File: src/rtl/fetch_align_pkg.sv
`default_nettype none
// ============================================================================
//  Module      : fetch_pkg
//  Description : Shared constants and helpers for the fetch-align receive
//                path (lane geometry, tag width, default NOP, RVC test).
//  Revision    : 1.0 - initial release
// ============================================================================
package fetch_pkg;

  localparam int LANE_W = 16;                  // one instruction parcel
  localparam int LANE_N = 4;                   // parcels per SRAM word
  localparam int WORD_W = LANE_W * LANE_N;     // 64-bit SRAM word
  localparam int TAG_W  = 29;                  // word address bits [31:3]

  localparam logic [31:0] NOP_INSTR_DFLT = 32'h0000_0013;  // addi x0,x0,0

  // A parcel starts a compressed instruction unless its low two bits are 11.
  function automatic logic is_rvc(input logic [LANE_W-1:0] hw);
    return (hw & 16'h0003) != 16'h0003;
  endfunction

endpackage
`default_nettype wire

File: src/rtl/fetch_align_if.sv
`default_nettype none
// ============================================================================
//  Module      : fetch_align_if
//  Description : Bundle between the instruction SRAM return path / fetch
//                stage and fetch_align.
//                master : drives SRAM return, pc and redirect/flush, reads
//                         the extracted instruction.
//                slave  : fetch_align side.
//  Revision    : 1.0 - initial release
// ============================================================================
interface fetch_align_if;
  import fetch_pkg::*;

  logic                 isram_cs_ff;    // read data valid this cycle
  logic [TAG_W-1:0]     isram_adr_ff;   // word address [31:3] of rdata
  logic [WORD_W-1:0]    isram_rdata;    // returned word, lane k = [16k+15:16k]
  logic [31:0]          pc;             // address being fetched
  logic                 jb_ff;          // redirect issued last cycle
  logic                 fet_flush;      // drop everything incl. this return
  logic [31:0]          rv32_instr;     // extracted instruction
  logic                 isrv16;         // instruction is compressed
  logic                 inst_valid;     // rv32_instr complete and tag-correct
  logic                 fetch_misalign; // pc[0] set
  logic                 cross_wait;     // waiting for the second word

  modport master (
    output isram_cs_ff, isram_adr_ff, isram_rdata, pc, jb_ff, fet_flush,
    input  rv32_instr, isrv16, inst_valid, fetch_misalign, cross_wait
  );

  modport slave (
    input  isram_cs_ff, isram_adr_ff, isram_rdata, pc, jb_ff, fet_flush,
    output rv32_instr, isrv16, inst_valid, fetch_misalign, cross_wait
  );

endinterface
`default_nettype wire

File: src/rtl/fetch_linebuf.sv
`default_nettype none
// ============================================================================
//  Module      : fetch_linebuf
//  Description : Two-entry fetch buffer. CUR keeps the last captured 64-bit
//                word; HI keeps lane 3 of the word before it so a 32-bit
//                instruction straddling an 8-byte boundary can be stitched.
//                Also presents the word source W (returning word bypassed
//                with zero latency, else CUR).
//  Ports       : clk, cpurst          - clock, async active-high reset
//                cs_i/adr_i/rdata_i   - SRAM return (valid, tag, data)
//                jb_i, flush_i        - redirect / flush
//                w_*_o                - selected word source W
//                hi_*_o               - HI entry (masked by jb/flush)
//  Revision    : 1.0 - initial release
// ============================================================================
module fetch_linebuf
  import fetch_pkg::*;
(
  input  wire logic              clk,
  input  wire logic              cpurst,
  input  wire logic              cs_i,
  input  wire logic [TAG_W-1:0]  adr_i,
  input  wire logic [WORD_W-1:0] rdata_i,
  input  wire logic              jb_i,
  input  wire logic              flush_i,
  output logic                   w_vld_o,
  output logic [TAG_W-1:0]       w_tag_o,
  output logic [WORD_W-1:0]      w_data_o,
  output logic                   hi_vld_o,
  output logic [TAG_W-1:0]       hi_tag_o,
  output logic [LANE_W-1:0]      hi_half_o
);

  logic              cur_vld_q, cur_vld_d;
  logic [TAG_W-1:0]  cur_tag_q, cur_tag_d;
  logic [WORD_W-1:0] cur_data_q, cur_data_d;
  logic              hi_vld_q, hi_vld_d;
  logic [TAG_W-1:0]  hi_tag_q, hi_tag_d;
  logic [LANE_W-1:0] hi_half_q, hi_half_d;

  logic capture;
  logic buf_ok;   // buffered entries usable this cycle

  assign capture = cs_i & ~flush_i;
  assign buf_ok  = ~jb_i & ~flush_i;

  always_comb begin
    cur_vld_d  = cur_vld_q;
    cur_tag_d  = cur_tag_q;
    cur_data_d = cur_data_q;
    hi_vld_d   = hi_vld_q;
    hi_tag_d   = hi_tag_q;
    hi_half_d  = hi_half_q;
    if (flush_i) begin
      cur_vld_d = 1'b0;
      hi_vld_d  = 1'b0;
    end else begin
      // Age the old word into HI only on a sequential (non-redirect) capture.
      if (capture && !jb_i && cur_vld_q) begin
        hi_vld_d  = 1'b1;
        hi_tag_d  = cur_tag_q;
        hi_half_d = cur_data_q[WORD_W-1 -: LANE_W];
      end
      if (jb_i) begin
        hi_vld_d  = 1'b0;
        cur_vld_d = capture;
      end
      if (capture) begin
        cur_vld_d  = 1'b1;
        cur_tag_d  = adr_i;
        cur_data_d = rdata_i;
      end
    end
  end

  always_ff @(posedge clk or posedge cpurst) begin
    if (cpurst) begin
      cur_vld_q <= 1'b0;
      hi_vld_q  <= 1'b0;
    end else begin
      cur_vld_q <= cur_vld_d;
      hi_vld_q  <= hi_vld_d;
    end
  end

  // Payload fields are qualified by the valid bits and need no reset.
  always_ff @(posedge clk) begin
    cur_tag_q  <= cur_tag_d;
    cur_data_q <= cur_data_d;
    hi_tag_q   <= hi_tag_d;
    hi_half_q  <= hi_half_d;
  end

  // Word source: the returning word wins over CUR (zero-cycle bypass).
  assign w_vld_o   = capture | (cur_vld_q & buf_ok);
  assign w_tag_o   = capture ? adr_i   : cur_tag_q;
  assign w_data_o  = capture ? rdata_i : cur_data_q;
  assign hi_vld_o  = hi_vld_q & buf_ok;
  assign hi_tag_o  = hi_tag_q;
  assign hi_half_o = hi_half_q;

endmodule
`default_nettype wire

File: src/rtl/fetch_align.sv
`default_nettype none
// ============================================================================
//  Module      : fetch_align
//  Description : Instruction extraction at the fetch pc from 64-bit SRAM
//                words, handling RV16/RV32 forms and stitching RV32
//                instructions that straddle an 8-byte boundary.
//  Ports       : clk          - core clock
//                cpurst       - async active-high reset
//                bus (slave)  - SRAM return, pc, jb_ff, fet_flush in;
//                               rv32_instr, isrv16, inst_valid,
//                               fetch_misalign, cross_wait out
//  Parameters  : NOP_INSTR    - rv32_instr value while inst_valid=0
//                REG_OUT      - 1 registers all outputs (+1 cycle)
//  Revision    : 1.0 - initial release
// ============================================================================
module fetch_align
  import fetch_pkg::*;
#(
  parameter logic [31:0] NOP_INSTR = NOP_INSTR_DFLT,
  parameter bit          REG_OUT   = 1'b0
) (
  input  wire logic     clk,
  input  wire logic     cpurst,
  fetch_align_if.slave  bus
);

  logic              w_vld;
  logic [TAG_W-1:0]  w_tag;
  logic [WORD_W-1:0] w_data;
  logic              hi_vld;
  logic [TAG_W-1:0]  hi_tag;
  logic [LANE_W-1:0] hi_half;

  fetch_linebuf u_linebuf (
    .clk       (clk),
    .cpurst    (cpurst),
    .cs_i      (bus.isram_cs_ff),
    .adr_i     (bus.isram_adr_ff),
    .rdata_i   (bus.isram_rdata),
    .jb_i      (bus.jb_ff),
    .flush_i   (bus.fet_flush),
    .w_vld_o   (w_vld),
    .w_tag_o   (w_tag),
    .w_data_o  (w_data),
    .hi_vld_o  (hi_vld),
    .hi_tag_o  (hi_tag),
    .hi_half_o (hi_half)
  );

  logic [TAG_W-1:0]  t_tag, t1_tag;
  logic [1:0]        off;
  logic              w_hit, w_nxt, hi_hit;
  logic [LANE_W-1:0] lane_lo, lane_nx, lo_half;

  assign t_tag  = bus.pc[31:3];
  assign t1_tag = t_tag + TAG_W'(1);     // wraps to 0 at all-ones
  assign off    = bus.pc[2:1];
  assign w_hit  = w_vld  && (w_tag  == t_tag);
  assign w_nxt  = w_vld  && (w_tag  == t1_tag);
  assign hi_hit = hi_vld && (hi_tag == t_tag);

  // Lane after 'off' wraps 3 -> 0, which is exactly the T1 high half.
  assign lane_lo = w_data[{off, 4'd0} +: LANE_W];
  assign lane_nx = w_data[{off + 2'd1, 4'd0} +: LANE_W];

  logic [31:0] instr_c;
  logic        rvc_c, vld_c, mis_c, cw_c;

  always_comb begin
    instr_c = NOP_INSTR;
    rvc_c   = 1'b0;
    vld_c   = 1'b0;
    cw_c    = 1'b0;
    mis_c   = bus.pc[0];
    lo_half = w_hit ? lane_lo : hi_half;
    if (!bus.pc[0]) begin
      if (off != 2'd3) begin
        if (w_hit) begin
          vld_c = 1'b1;
          rvc_c = is_rvc(lo_half);
        end
      end else if (w_hit || hi_hit) begin
        if (is_rvc(lo_half)) begin
          vld_c = 1'b1;
          rvc_c = 1'b1;
        end else if (w_nxt) begin
          vld_c = 1'b1;
        end else begin
          cw_c = 1'b1;
        end
      end else begin
        // Second word already here but the first half was lost: refetch T.
        cw_c = w_nxt;
      end
    end
    if (vld_c) begin
      instr_c = rvc_c ? {16'h0000, lo_half} : {lane_nx, lo_half};
    end
  end

  generate
    if (REG_OUT) begin : g_reg_out
      logic [31:0] instr_q;
      logic        rvc_q, vld_q, mis_q, cw_q;

      always_ff @(posedge clk or posedge cpurst) begin
        if (cpurst) begin
          instr_q <= NOP_INSTR;
          rvc_q   <= 1'b0;
          vld_q   <= 1'b0;
          mis_q   <= 1'b0;
          cw_q    <= 1'b0;
        end else begin
          instr_q <= instr_c;
          rvc_q   <= rvc_c;
          vld_q   <= vld_c;
          mis_q   <= mis_c;
          cw_q    <= cw_c;
        end
      end

      assign bus.rv32_instr     = instr_q;
      assign bus.isrv16         = rvc_q;
      assign bus.inst_valid     = vld_q;
      assign bus.fetch_misalign = mis_q;
      assign bus.cross_wait     = cw_q;
    end else begin : g_comb_out
      // Force reset values while cpurst is asserted so a reset mid-stitch
      // cannot leak a bypassed word to the PC generator.
      assign bus.rv32_instr     = cpurst ? NOP_INSTR : instr_c;
      assign bus.isrv16         = rvc_c & ~cpurst;
      assign bus.inst_valid     = vld_c & ~cpurst;
      assign bus.fetch_misalign = mis_c & ~cpurst;
      assign bus.cross_wait     = cw_c  & ~cpurst;
    end
  endgenerate

endmodule
`default_nettype wire
File: src/flat_wrapper.sv
// flat-port wrapper written by rule: the top's interface ports become plain ports
module fetch_align_flat import fetch_pkg::*;
#(
  parameter logic [31:0] NOP_INSTR = NOP_INSTR_DFLT,
  parameter bit          REG_OUT   = 1'b0
)
  (clk, cpurst, bus_isram_cs_ff, bus_isram_adr_ff, bus_isram_rdata, bus_pc, bus_jb_ff, bus_fet_flush, bus_rv32_instr, bus_isrv16, bus_inst_valid, bus_fetch_misalign, bus_cross_wait);
  fetch_align_if bus_i ();
  input  wire logic clk;
  input  wire logic cpurst;
  input wire logic [$bits(bus_i.isram_cs_ff)-1:0] bus_isram_cs_ff;
  input wire logic [$bits(bus_i.isram_adr_ff)-1:0] bus_isram_adr_ff;
  input wire logic [$bits(bus_i.isram_rdata)-1:0] bus_isram_rdata;
  input wire logic [$bits(bus_i.pc)-1:0] bus_pc;
  input wire logic [$bits(bus_i.jb_ff)-1:0] bus_jb_ff;
  input wire logic [$bits(bus_i.fet_flush)-1:0] bus_fet_flush;
  output wire logic [$bits(bus_i.rv32_instr)-1:0] bus_rv32_instr;
  output wire logic [$bits(bus_i.isrv16)-1:0] bus_isrv16;
  output wire logic [$bits(bus_i.inst_valid)-1:0] bus_inst_valid;
  output wire logic [$bits(bus_i.fetch_misalign)-1:0] bus_fetch_misalign;
  output wire logic [$bits(bus_i.cross_wait)-1:0] bus_cross_wait;
  assign bus_i.isram_cs_ff = bus_isram_cs_ff;
  assign bus_i.isram_adr_ff = bus_isram_adr_ff;
  assign bus_i.isram_rdata = bus_isram_rdata;
  assign bus_i.pc = bus_pc;
  assign bus_i.jb_ff = bus_jb_ff;
  assign bus_i.fet_flush = bus_fet_flush;
  assign bus_rv32_instr = bus_i.rv32_instr;
  assign bus_isrv16 = bus_i.isrv16;
  assign bus_inst_valid = bus_i.inst_valid;
  assign bus_fetch_misalign = bus_i.fetch_misalign;
  assign bus_cross_wait = bus_i.cross_wait;
  fetch_align #(.NOP_INSTR(NOP_INSTR), .REG_OUT(REG_OUT)) u_core (.clk(clk), .cpurst(cpurst), .bus(bus_i));
endmodule
File: config.mk
export PLATFORM = sky130hd
export DESIGN_NAME = fetch_align_flat
export DESIGN_NICKNAME = d
export VERILOG_FILES = /design/src/rtl/fetch_align_pkg.sv /design/src/rtl/fetch_align_if.sv /design/src/rtl/fetch_linebuf.sv /design/src/rtl/fetch_align.sv /design/src/flat_wrapper.sv
export SDC_FILE = /design/constraint.sdc
export NUM_CORES = 1
export LEC_CHECK = 0
export CORE_AREA = 2 2 135 164
export DETAILED_ROUTE_END_ITERATION = 8
export DIE_AREA = 0 0 137 166
export GPL_TIMING_DRIVEN = 1
export PLACE_DENSITY = 0.69
export SLEW_MARGIN = 20
export SYNTH_ARGS = -nofsm -noshare
export SYNTH_HDL_FRONTEND = slang
export SYNTH_SLANG_ARGS = --single-unit
File: constraint.sdc
create_clock -name clk -period 7.8 [get_ports clk]
set_input_delay 1.56 -clock clk [delete_from_list [all_inputs] [get_ports clk]]
set_output_delay 1.56 -clock clk [all_outputs]
set_load 0.02 [all_outputs]
==> summary.md <==
| Metric | Value |
|---|---|
| Fin crit period | `7.373 ns` |
| Cell with the most instances after synthesis | `edfxtp_1` |
| Top Ports | `166` |
| Net count, final | `954` |
| Post-synthesis compound-gate area fraction | `4.425%` |
| Leak Pwr | `4.167 nW` |
| Slew at the pin with the worst max-slew slack | `1.038 ns` |
| Resized Gates After CTS | `0` |
| Number of global-route vias before repair | `6172` |
| Hold Crit Class | `reg2reg` |
| Yosys top cell by area | `edfxtp_1` |
| Die width | `137 um` |
| YS warnings | `0` |
| Final worst slack | `0.4269 ns` |
| EDFF count, synth | `138` |
| R2r startpoint | `u_core.u_linebuf.cur_vld_q$_DFFE_PP0P_` |
| Post-placement cell count | `1077` |
| 1st-iter DRT viols | `411` |
| Share of cells above drive strength 1 | `15.69%` |
| Drt total wl | `22.47 mm` |
| Number of remaining DRC errors | `0` |
| Layout Cells excl Fill | `1110` |
| CP Class | `in2out` |
| M1 GR Usage | `24.23%` |
| PortBufs | `165` |
| Clk_skew | `0.01109 ns` |
| GPL Wtd Cong | `0.9659` |
| Peak supply drop | `130.9 uV` |
| Endpoints failing setup | `0` |
| Max H-tree Level | `4` |
| Final Power | `2.025 mW` |
| Core Area | `0.02126 sq mm` |
| DR WL/cell | `20.24 um` |
| Hold_ws | `0.4443 ns` |
| Total CTS buffers | `17` |
| Mapped Nets | `789` |
| Async SR Flop Fraction | `1.429%` |
| Pre-antenna DRT Iters | `5` |
| CTS tree | `done` |
| Synth cell count leaders | `138 x edfxtp_1, 87 x inv_1, 78 x mux2i_1` |
| Largest net degree at the start of global routing | `76` |
| CTS Sinks | `140` |
| P&R area growth vs syn | `30.21%` |
| Post-DRT Antenna Nets | `0` |
| Via count | `5857` |
| Final period utilization | `94.53%` |
| Origin of the worst setup path | `bus_isram_cs_ff` |
| R2R depth | `2` |
| Worst Setup EP | `bus_rv32_instr[2]` |
| CP required | `6.24 ns` |
| Register area share after synthesis | `50.28%` |
| Place WS | `0.4673 ns` |
| Syn Area/Cell | `12.70 sq um` |
| Clock transition at path regs | `0.06 ns` |
| Gr usage total | `20.19%` |
| Hold Buf Count CTS | `0` |
| Max Cap Viol | `0` |
| Critical path peak fanout | `31` |
| Status | `completed` |
| Top-area cell type share of the netlist area | `49.68%` |
| First-pass GRT wire length | `34.28 mm` |
| Count of final hold-check violations | `0` |
| Synthesized cell area | `0.008342 sq mm` |
| Xor/xnor cell area share of the yosys netlist | `7.440%` |
| Max Clk Rate | `135.6 MHz` |
| CP Capture Type | `output port` |
| Mux contribution to synthesized area | `20.62%` |
| Die area | `0.02274 sq mm` |
| Vias per inst | `5.277` |
| Startpoint types | `primary input` |
| Row count | `59` |
| Setup TNS | `0 ns` |
| Final Max Slew Viols | `0` |
| Syn Inst Count | `657` |
| Adder-cell share of the synthesized area | `0.3000%` |
| Flops & latches, synth | `140` |
| WP data arrival | `5.81 ns` |
| Synth Flop Type | `edfxtp_1` |
| Minimum setup slack among reg-to-reg paths | `6.34 ns` |
| Simple logic cell fraction of the synthesized area | `10.84%` |
| Largest family of logic cells by synthesized area | `multiplexers` |
| Reg2reg end | `u_core.u_linebuf.hi_half_o[13]$_DFFE_PP_` |
| Root Buffer | `clkbuf_16` |
| Effective utilization at floorplan | `39.24%` |
| Gr busiest metal | `met2` |
| Met3 usage | `5.067%` |
| Post-CTS Setup Bufs | `0` |
| Clock latency on the worst-skew pair | `0.43 ns` |
| RSZ-0062 raised after global routing | `false` |
| Clk buf depth | `2` |
| Die height | `166 um` |
| Ranking of synthesized cells by area | `edfxtp_1 50%, mux2i_1 9.4%, mux4_2 8.6%, xnor2_1 5.1%, inv_1 3.9%` |
| Pwr Density | `186.5 mW/mm^2` |
| Antenna violations before repair | `1` |
| Netlist cell types | `61` |
| Hpwl dp | `16.25 mm` |
| M2 GR Usage | `34.98%` |
| Total gr overflow | `0` |
| Worst slew margin | `30.81%` |
## cells by family after synthesis
group	Yosys count
AND/OR/NAND/NOR	156
flip-flops	140
multiplexers	127
buffers and inverters	118
XOR/XNOR	70
AO/OA/AOI/OAI	44
adder cells (fa/ha/maj)	2
## per-layer routing
layer | part of all wire, % | wire [um]
met4 | 1.8 | 409
met3 | 7.3 | 1650
met2 | 51 | 11460
met1 | 40 | 8950
met5 | 0 | 0
## sequential cells by signal, indices dropped and copies added, names as in the netlist
name / count
u_core.u_linebuf.hi_tag_o: 29
u_core.u_linebuf.cur_vld_q: 1
u_core.u_linebuf.hi_vld_q: 1
u_core.u_linebuf.cur_tag_q: 29
u_core.u_linebuf.hi_half_o: 16
u_core.u_linebuf.cur_data_q: 64
## power breakdown
part,switching [mW],leakage [nW],internal [mW]
clock network,0.365,0.276,0.424
logic,0.169,2.55,0.171
registers,0.0156,1.34,0.881
## final cells by class
type	count	area [sq um]
fillers	1885	10400
flip-flops and latches	140	4194
multi-input cells	399	3661
repair buffers	177	1762
clock buffers	17	425.4
well taps	274	342.8
inverters	87	327.8
clock inverters	15	146.4
diodes	1	2.502
## through the flow
step / utilization, % / cell area, sq um
floorplan: - / 8342
global route: 51.08 / 10860
detailed placement: 48.39 / 10290
finish: 51.09 / 10860
global placement: 48.39 / 10290
CTS: 51.08 / 10860
## worst min-delay path by stage
stage                                              endpoint                                      from  depth (start not counted)
floorplan            u_core.u_linebuf.hi_tag_o[0]$_DFFE_PP_   u_core.u_linebuf.cur_tag_q[0]$_DFFE_PN_                          0
global placement     u_core.u_linebuf.hi_tag_o[0]$_DFFE_PP_   u_core.u_linebuf.cur_tag_q[0]$_DFFE_PN_                          0
detailed placement  u_core.u_linebuf.hi_tag_o[22]$_DFFE_PP_  u_core.u_linebuf.cur_tag_q[22]$_DFFE_PN_                          0
CTS                 u_core.u_linebuf.hi_tag_o[22]$_DFFE_PP_  u_core.u_linebuf.cur_tag_q[22]$_DFFE_PN_                          0
global route        u_core.u_linebuf.hi_tag_o[12]$_DFFE_PP_  u_core.u_linebuf.cur_tag_q[12]$_DFFE_PN_                          0
finish              u_core.u_linebuf.hi_tag_o[22]$_DFFE_PP_  u_core.u_linebuf.cur_tag_q[22]$_DFFE_PN_                          0
## cell usage in the layout (no fill, tap or decap), types with 12 or more instances in the layout
master	instances
clkbuf_16	17
clkdlybuf4s50_1	164
edfxtp_1	138
inv_1	86
mux2i_1	78
mux4_2	32
nand2_1	13
nand3_1	12
nand4_1	23
nor2_1	32
nor4_1	14
xnor2_1	49
xor2_1	20
## worst max-delay path, cell delays in order
cell and delay, ns:
clkdlybuf4s50_1 0.55, nor2b_4 0.19, buf_12 0.25, mux2i_1 0.31
xor2_1 0.31, nor3b_1 0.39, nand4_1 0.31, or2_1 0.36
a21boi_2 0.25, o21ai_2 0.08, buf_4 0.22, a211oi_1 0.31
clkdlybuf4s50_1 0.68
Note: power is estimated with default switching activity, not from simulation.
